`config.mk`:
```
export PLATFORM = sky130hd
export DESIGN_NAME = ram_boot_loader
export DESIGN_NICKNAME = d
export VERILOG_FILES = /design/src/rtl/ram_boot_loader.sv
export SDC_FILE = /design/constraint.sdc
export NUM_CORES = 1
export LEC_CHECK = 0
export BUFFER_PORTS_ARGS = -buffer_cell sky130_fd_sc_hd__buf_2
export CELL_PAD_IN_SITES_DETAIL_PLACEMENT = 0
export CELL_PAD_IN_SITES_GLOBAL_PLACEMENT = 1
export CORE_MARGIN = 2
export CORE_UTILIZATION = 48
export DETAILED_ROUTE_END_ITERATION = 10
export PLACE_DENSITY = 0.89
export SETUP_SLACK_MARGIN = 0.3
export SLEW_MARGIN = 40
export SYNTH_ARGS = -nofsm -noshare
export SYNTH_HDL_FRONTEND = slang
export SYNTH_SLANG_ARGS = --single-unit
```
`constraint.sdc`:
```
create_clock -name clk -period 3.04 [get_ports clk]
set_clock_uncertainty 0.15 [all_clocks]
set_input_delay 0.912 -clock clk [delete_from_list [all_inputs] [get_ports clk]]
set_output_delay 0.912 -clock clk [all_outputs]
set_load 0.05 [all_outputs]
```
`src/rtl/ram_boot_loader.sv`:
```
// ram_boot_loader: byte-stream image loader for the CPU external RAM-load port.
// The stream is a 16-bit word-count header followed by big-endian 32-bit words.
// Each word is written to BASE_ADDR + index. The CPU is held out of run until
// the whole image has been loaded.
module ram_boot_loader #(
    parameter int unsigned ADDR_W    = 13,
    parameter int unsigned BASE_ADDR = 0,
    parameter int unsigned TIMEOUT   = 1000000
) (
    input  logic              clk,
    input  logic              reset,
    input  logic [7:0]        in_data,
    input  logic              in_valid,
    output logic              in_ready,
    input  logic              start,
    output logic [ADDR_W-1:0] ld_ram_addr,
    output logic [31:0]       ld_ram_wdata,
    output logic              ld_ram_wen,
    output logic              cpu_run,
    output logic              busy,
    output logic              done,
    output logic              err
);

    typedef enum logic [2:0] {
        S_IDLE,
        S_HDR_LO,
        S_DATA,
        S_WRITE,
        S_DONE,
        S_ERR
    } state_t;

    // Largest image that fits between BASE_ADDR and the top of the address space
    localparam logic [32:0] CAP  = (33'd1 << ADDR_W) - 33'(BASE_ADDR);
    localparam logic [31:0] TMAX = 32'(TIMEOUT) - 32'd1;

    state_t              state_q, state_d;
    logic [7:0]          cnt_hi_q, cnt_hi_d;
    logic [15:0]         cnt_q, cnt_d;
    logic [15:0]         idx_q, idx_d;
    logic [1:0]          bcnt_q, bcnt_d;
    logic [31:0]         timer_q, timer_d;
    logic [23:0]         asm_q, asm_d;
    logic [ADDR_W-1:0]   addr_q, addr_d;
    logic [31:0]         wdata_q, wdata_d;

    logic                xfer;
    logic                timeout_hit;
    logic [15:0]         cnt_new;

    assign in_ready    = (state_q == S_IDLE) || (state_q == S_HDR_LO) || (state_q == S_DATA);
    assign xfer        = in_valid && in_ready;
    assign timeout_hit = (TIMEOUT != 0) && !xfer && (timer_q == TMAX);
    assign cnt_new     = {cnt_hi_q, in_data};

    // Status outputs are pure decodes of the registered state
    assign ld_ram_wen   = (state_q == S_WRITE);
    assign ld_ram_addr  = addr_q;
    assign ld_ram_wdata = wdata_q;
    assign cpu_run      = (state_q == S_DONE);
    assign done         = (state_q == S_DONE);
    assign err          = (state_q == S_ERR);
    assign busy         = (state_q == S_HDR_LO) || (state_q == S_DATA) || (state_q == S_WRITE);

    // State and datapath registers; reset aborts any load in progress
    always_ff @(posedge clk or negedge reset) begin
        if (!reset) begin
            state_q  <= S_IDLE;
            cnt_hi_q <= '0;
            cnt_q    <= '0;
            idx_q    <= '0;
            bcnt_q   <= '0;
            timer_q  <= '0;
            asm_q    <= '0;
            addr_q   <= '0;
            wdata_q  <= '0;
        end else begin
            state_q  <= state_d;
            cnt_hi_q <= cnt_hi_d;
            cnt_q    <= cnt_d;
            idx_q    <= idx_d;
            bcnt_q   <= bcnt_d;
            timer_q  <= timer_d;
            asm_q    <= asm_d;
            addr_q   <= addr_d;
            wdata_q  <= wdata_d;
        end
    end

    // Next-state, header/word assembly and inter-byte timeout
    always_comb begin
        state_d  = state_q;
        cnt_hi_d = cnt_hi_q;
        cnt_d    = cnt_q;
        idx_d    = idx_q;
        bcnt_d   = bcnt_q;
        timer_d  = timer_q;
        asm_d    = asm_q;
        addr_d   = addr_q;
        wdata_d  = wdata_q;

        case (state_q)
            S_IDLE: begin
                timer_d = '0;
                if (xfer) begin
                    cnt_hi_d = in_data;
                    state_d  = S_HDR_LO;
                end
            end
            S_HDR_LO: begin
                if (xfer) begin
                    timer_d = '0;
                    cnt_d   = cnt_new;
                    if (cnt_new == 16'd0) begin
                        state_d = S_DONE;
                    end else if ({17'd0, cnt_new} > CAP) begin
                        state_d = S_ERR;
                    end else begin
                        idx_d   = '0;
                        bcnt_d  = '0;
                        state_d = S_DATA;
                    end
                end else if (timeout_hit) begin
                    state_d = S_ERR;
                end else begin
                    timer_d = timer_q + 32'd1;
                end
            end
            S_DATA: begin
                if (xfer) begin
                    timer_d = '0;
                    if (bcnt_q == 2'd3) begin
                        wdata_d = {asm_q, in_data};
                        addr_d  = ADDR_W'(BASE_ADDR) + ADDR_W'(idx_q);
                        bcnt_d  = '0;
                        state_d = S_WRITE;
                    end else begin
                        asm_d  = {asm_q[15:0], in_data};
                        bcnt_d = bcnt_q + 2'd1;
                    end
                end else if (timeout_hit) begin
                    state_d = S_ERR;
                end else begin
                    timer_d = timer_q + 32'd1;
                end
            end
            S_WRITE: begin
                timer_d = '0;
                idx_d   = idx_q + 16'd1;
                if (idx_q + 16'd1 == cnt_q) begin
                    state_d = S_DONE;
                end else begin
                    state_d = S_DATA;
                end
            end
            S_DONE, S_ERR: begin
                if (start) begin
                    idx_d   = '0;
                    bcnt_d  = '0;
                    timer_d = '0;
                    state_d = S_IDLE;
                end
            end
            default: state_d = S_IDLE;
        endcase
    end

endmodule
```
==> Flow_metrics.wiki <==
{| class="wikitable"
! Metric !! Value
|-
| Share of the synthesized area in the top cell type || 51.3%
|-
| Most common library cells after synthesis || sky130_fd_sc_hd__dfrtp_1 (146), sky130_fd_sc_hd__mux2_2 (93), sky130_fd_sc_hd__o21ai_0 (62)
|-
| Number of top-level design ports || 63
|-
| Final total negative setup slack || 0 ns
|-
| Number of nets at the end of the flow || 717
|-
| Ys async rst share || 100%
|-
| Leakage power || 0.00383 uW
|-
| Slack of the worst reg-to-reg path || 0.48 ns
|-
| Sequential Power Share || 43.1%
|-
| Clock input transition at the sequential cells of the worst setup and hold paths || 0.06 ns
|-
| Final routed wirelength across all metal layers || 16.1 mm
|-
| Final hold viol count || 0
|-
| Comb pwr share || 26.1%
|-
| Critical Path Max Stage Delay || 0.50 ns
|-
| Net count after synthesis || 660
|-
| Total global-route track usage || 20.8%
|-
| DRC || 0
|-
| Number of clock buffers inserted by TritonCTS || 17
|-
| Cell area after layout || 8200 um2
|-
| Count of input and output buffers || 62
|-
| Register area || 3660 um2
|-
| Worst Hold Class || in2async
|-
| Net switching fraction of the power || 34.2%
|-
| Vias after detailed routing || 5366
|-
| DIE WIDTH || 126 um
|-
| YS warnings || 0
|-
| CP Buf/Inv Count || 1
|-
| Syn avg cell area || 11.0 um2
|-
| Initial antenna violation count || 0
|-
| Seq/Total Area, Yosys || 51.3%
|-
| FMAX || 0.372 GHz
|-
| Net switching power || 2250 uW
|-
| Met2 track demand over resource || 34.2%
|-
| Layout cells sized above 1 || 30.8%
|-
| Required @ worst endpoint || 1.98 ns
|-
| Deepest clock path buffer count || 2
|-
| Instance area after placement || 7620 um2
|-
| Outcome || finished clean
|-
| Number of flops mapped to enable cells by yosys || 0
|-
| End point of the critical path || cpu_run
|-
| Congestion Overflow GR || 0
|-
| Startpoint of the worst setup timing path || state_q[1]$_DFFE_PN0P_
|-
| Num Clock Sinks || 146
|-
| Vias per cell || 5.97
|-
| Maximum number of pins on one net before global-route repair || 62
|-
| Internal power || 4320 uW
|-
| Number of search-and-repair iterations in the first detailed-routing pass || 5
|-
| Antenna diodes || 0
|-
| GRT met3 Usage || 5.35%
|-
| Netlist Area Pre-Place || 7120 um2
|-
| Max capacitance violation total || 0
|-
| Number of gates resized after CTS || 3
|-
| Setup bufs post-CTS || 0
|-
| Launch instance of the worst register-to-register path || idx_q[1]$_DFFE_PN0P_
|-
| Worst R2R Path Depth || 7
|-
| Cell taking the most area after synthesis || sky130_fd_sc_hd__dfrtp_1
|-
| Worst flop-to-flop path endpoint || state_q[1]$_DFFE_PN0P_
|-
| Die height || 126 um
|-
| Hold Worst Slack || 0.313 ns
|-
| DR iter-0 viols || 419
|-
| Initial standard-cell utilization of the core || 49.0%
|-
| Shortest clock period the worst path allows after layout || 2.69 ns
|-
| Cell family with the largest share of critical-path delay || flip-flops
|-
| Critical path class || reg2out
|-
| Critical path fanouts, max || 15
|-
| Leading cell type by number of instances after synthesis || sky130_fd_sc_hd__dfrtp_1
|-
| Root buf cell || sky130_fd_sc_hd__clkbuf_16
|-
| Gr busiest metal || met2
|-
| Gpl congestion || 0.893
|-
| Crit path DAT || 1.63 ns
|-
| HPWL Detailed || 10.7 mm
|-
| Average wire length per cell after detail routing || 17.9 um
|-
| Relative area change from synthesis to final layout || 15.2%
|-
| Endpoint kind of the worst setup timing path || primary output
|-
| Ratio of total power to cell area || 800 nW/um2
|-
| Most used flip-flop cell after synthesis || sky130_fd_sc_hd__dfrtp_1
|-
| Number of hold-repair buffers added at the cts stage || 0
|-
| Post-route clock period utilization || 88.4%
|-
| Number of failing setup endpoints in the final timing report || 0
|-
| RSZ-0062 raised after global routing || no
|-
| Area of combinational cells with multiple inputs || 3260 um2
|-
| Clock latency on the worst-skew pair || 0.42 ns
|-
| Max Slew Vio Count || 0
|-
| Post-synthesis cell count || 645
|-
| CTS H-tree lvls || 4
|-
| Remaining max-slew budget at the tightest pin || 53.2%
|-
| Met1 track demand over resource || 27.7%
|-
| Sort of element at the start of the critical path || flop
|-
| Residual antenna-violating net count after detailed routing || 0
|-
| Least-Margin Pin Slew || 0.696 ns
|-
| Core Area || 14500 um2
|-
| Flip-flop and latch count after synthesis || 146
|-
| Biggest area contributors in the synthesized netlist || sky130_fd_sc_hd__dfrtp_1 (51%), sky130_fd_sc_hd__mux2_2 (15%), sky130_fd_sc_hd__o21ai_0 (4.4%)
|-
| Cell chain of the critical path || nand2b_1 > nor2_2 > clkbuf_4
|-
| Number of rows created at floorplan || 44
|-
| First-pass GRT wire length || 26.5 mm
|-
| Peak VDD IR || 0.459 mV
|-
| Post-synth cell types || 62
|-
| Full die area || 15800 um2
|-
| Worst path slowest cell || sky130_fd_sc_hd__dfrtp_2
|-
| Vias in the first global route || 5186
|-
| Worst path depth || 3
|-
| Relative contribution of the clock network to total power || 30.8%
|-
| Clock tree from TritonCTS || done
|-
| FILL cells || 1217
|}
## worst min path at each step
| stage | cells past startpoint | end | slack (ns) |
|---|---|---|---|
| after detailed placement | 1 | timer_q[9]$_DFFE_PN0P_ | 0.34 |
| after global routing | 1 | timer_q[26]$_DFFE_PN0P_ | 0.34 |
| after floorplan | 1 | timer_q[9]$_DFFE_PN0P_ | 0.30 |
| after global placement | 1 | timer_q[19]$_DFFE_PN0P_ | 0.33 |
| final | 1 | timer_q[26]$_DFFE_PN0P_ | 0.31 |
| after CTS | 1 | timer_q[26]$_DFFE_PN0P_ | 0.33 |
## metal layers
layer | vias to the layer above | routed length [um]
met5 | - | 0
met4 | 0 | 201
met3 | 21 | 789
met2 | 169 | 8000
met1 | 2695 | 7110
li1 | 2481 | -
## power groups by stage
| stage | Clock (uW) | Combinational [uW] | Sequential [uW] |
|---|---|---|---|
| 3_5_place_dp | 0 | 1690 | 2850 |
| 4_1_cts | 2060 | 1710 | 2820 |
| 3_3_place_gp | 0 | 1640 | 2830 |
| 6_report | 2020 | 1710 | 2830 |
| 2_1_floorplan | 0 | 1430 | 2620 |
| 5_1_grt | 2150 | 1880 | 2890 |
## cells by family after synthesis
group	share of synthesized area [%]
adders and majority gates	0.527
muxes	15.1
xor gates and xnor gates	2.58
AOI/OAI and AO/OA	12.2
and+or+nand+nor	15.2
buffers and inverters	3.09
DFF	51.3
## cell usage in the layout (no fill, tap or decap), types with 6 or more instances in the layout
master                        n
sky130_fd_sc_hd__inv_1        6
sky130_fd_sc_hd__buf_2       57
sky130_fd_sc_hd__o41ai_1      6
sky130_fd_sc_hd__nor4_1      10
sky130_fd_sc_hd__xor2_1       9
sky130_fd_sc_hd__o31ai_1     23
sky130_fd_sc_hd__nor2b_1      6
sky130_fd_sc_hd__nand4_1     11
sky130_fd_sc_hd__dfrtp_1    143
sky130_fd_sc_hd__buf_4       14
sky130_fd_sc_hd__xnor2_1     12
sky130_fd_sc_hd__nor3_1       7
sky130_fd_sc_hd__nand2b_1    10
sky130_fd_sc_hd__and2_1       6
sky130_fd_sc_hd__nor2_1      32
sky130_fd_sc_hd__o21ai_0     62
sky130_fd_sc_hd__a31oi_1     10
sky130_fd_sc_hd__clkbuf_16   17
sky130_fd_sc_hd__and4_1       9
sky130_fd_sc_hd__and3_1      13
sky130_fd_sc_hd__a21oi_1     19
sky130_fd_sc_hd__mux2_2      93
sky130_fd_sc_hd__nand2_1     42
sky130_fd_sc_hd__nand3_1     21
## per-stage QoR
stage / utilization (%) / std cells / power (uW) / worst slack (ns)
6_report: 56.4 / 899 / 6560 / 0.353
5_1_grt: 56.4 / 899 / 6920 / 0.304
4_1_cts: 56.4 / 899 / 6590 / 0.277
3_5_place_dp: 52.4 / 867 / 4540 / 0.220
3_3_place_gp: 52.4 / 867 / 4470 / 0.298
2_1_floorplan: - / 645 / 4050 / 0.416
## sequential cells by signal (all words and copies together) (netlist names)
register	count
ld_ram_addr	13
cnt_hi_q	8
ld_ram_wdata	32
cnt_q	16
timer_q	32
idx_q	16
asm_q	24
state_q	3
bcnt_q	2
## final cells by class
class                      instances  area share [%]
inverter                           7           0.320
multi-input combinational        453            39.7
timing repair buffer              77            5.66
clock inverter                    12            1.49
tap                              184            2.81
clock buffer                      20            5.45
sequential                       146            44.6
(Power assumes the default switching activity.)
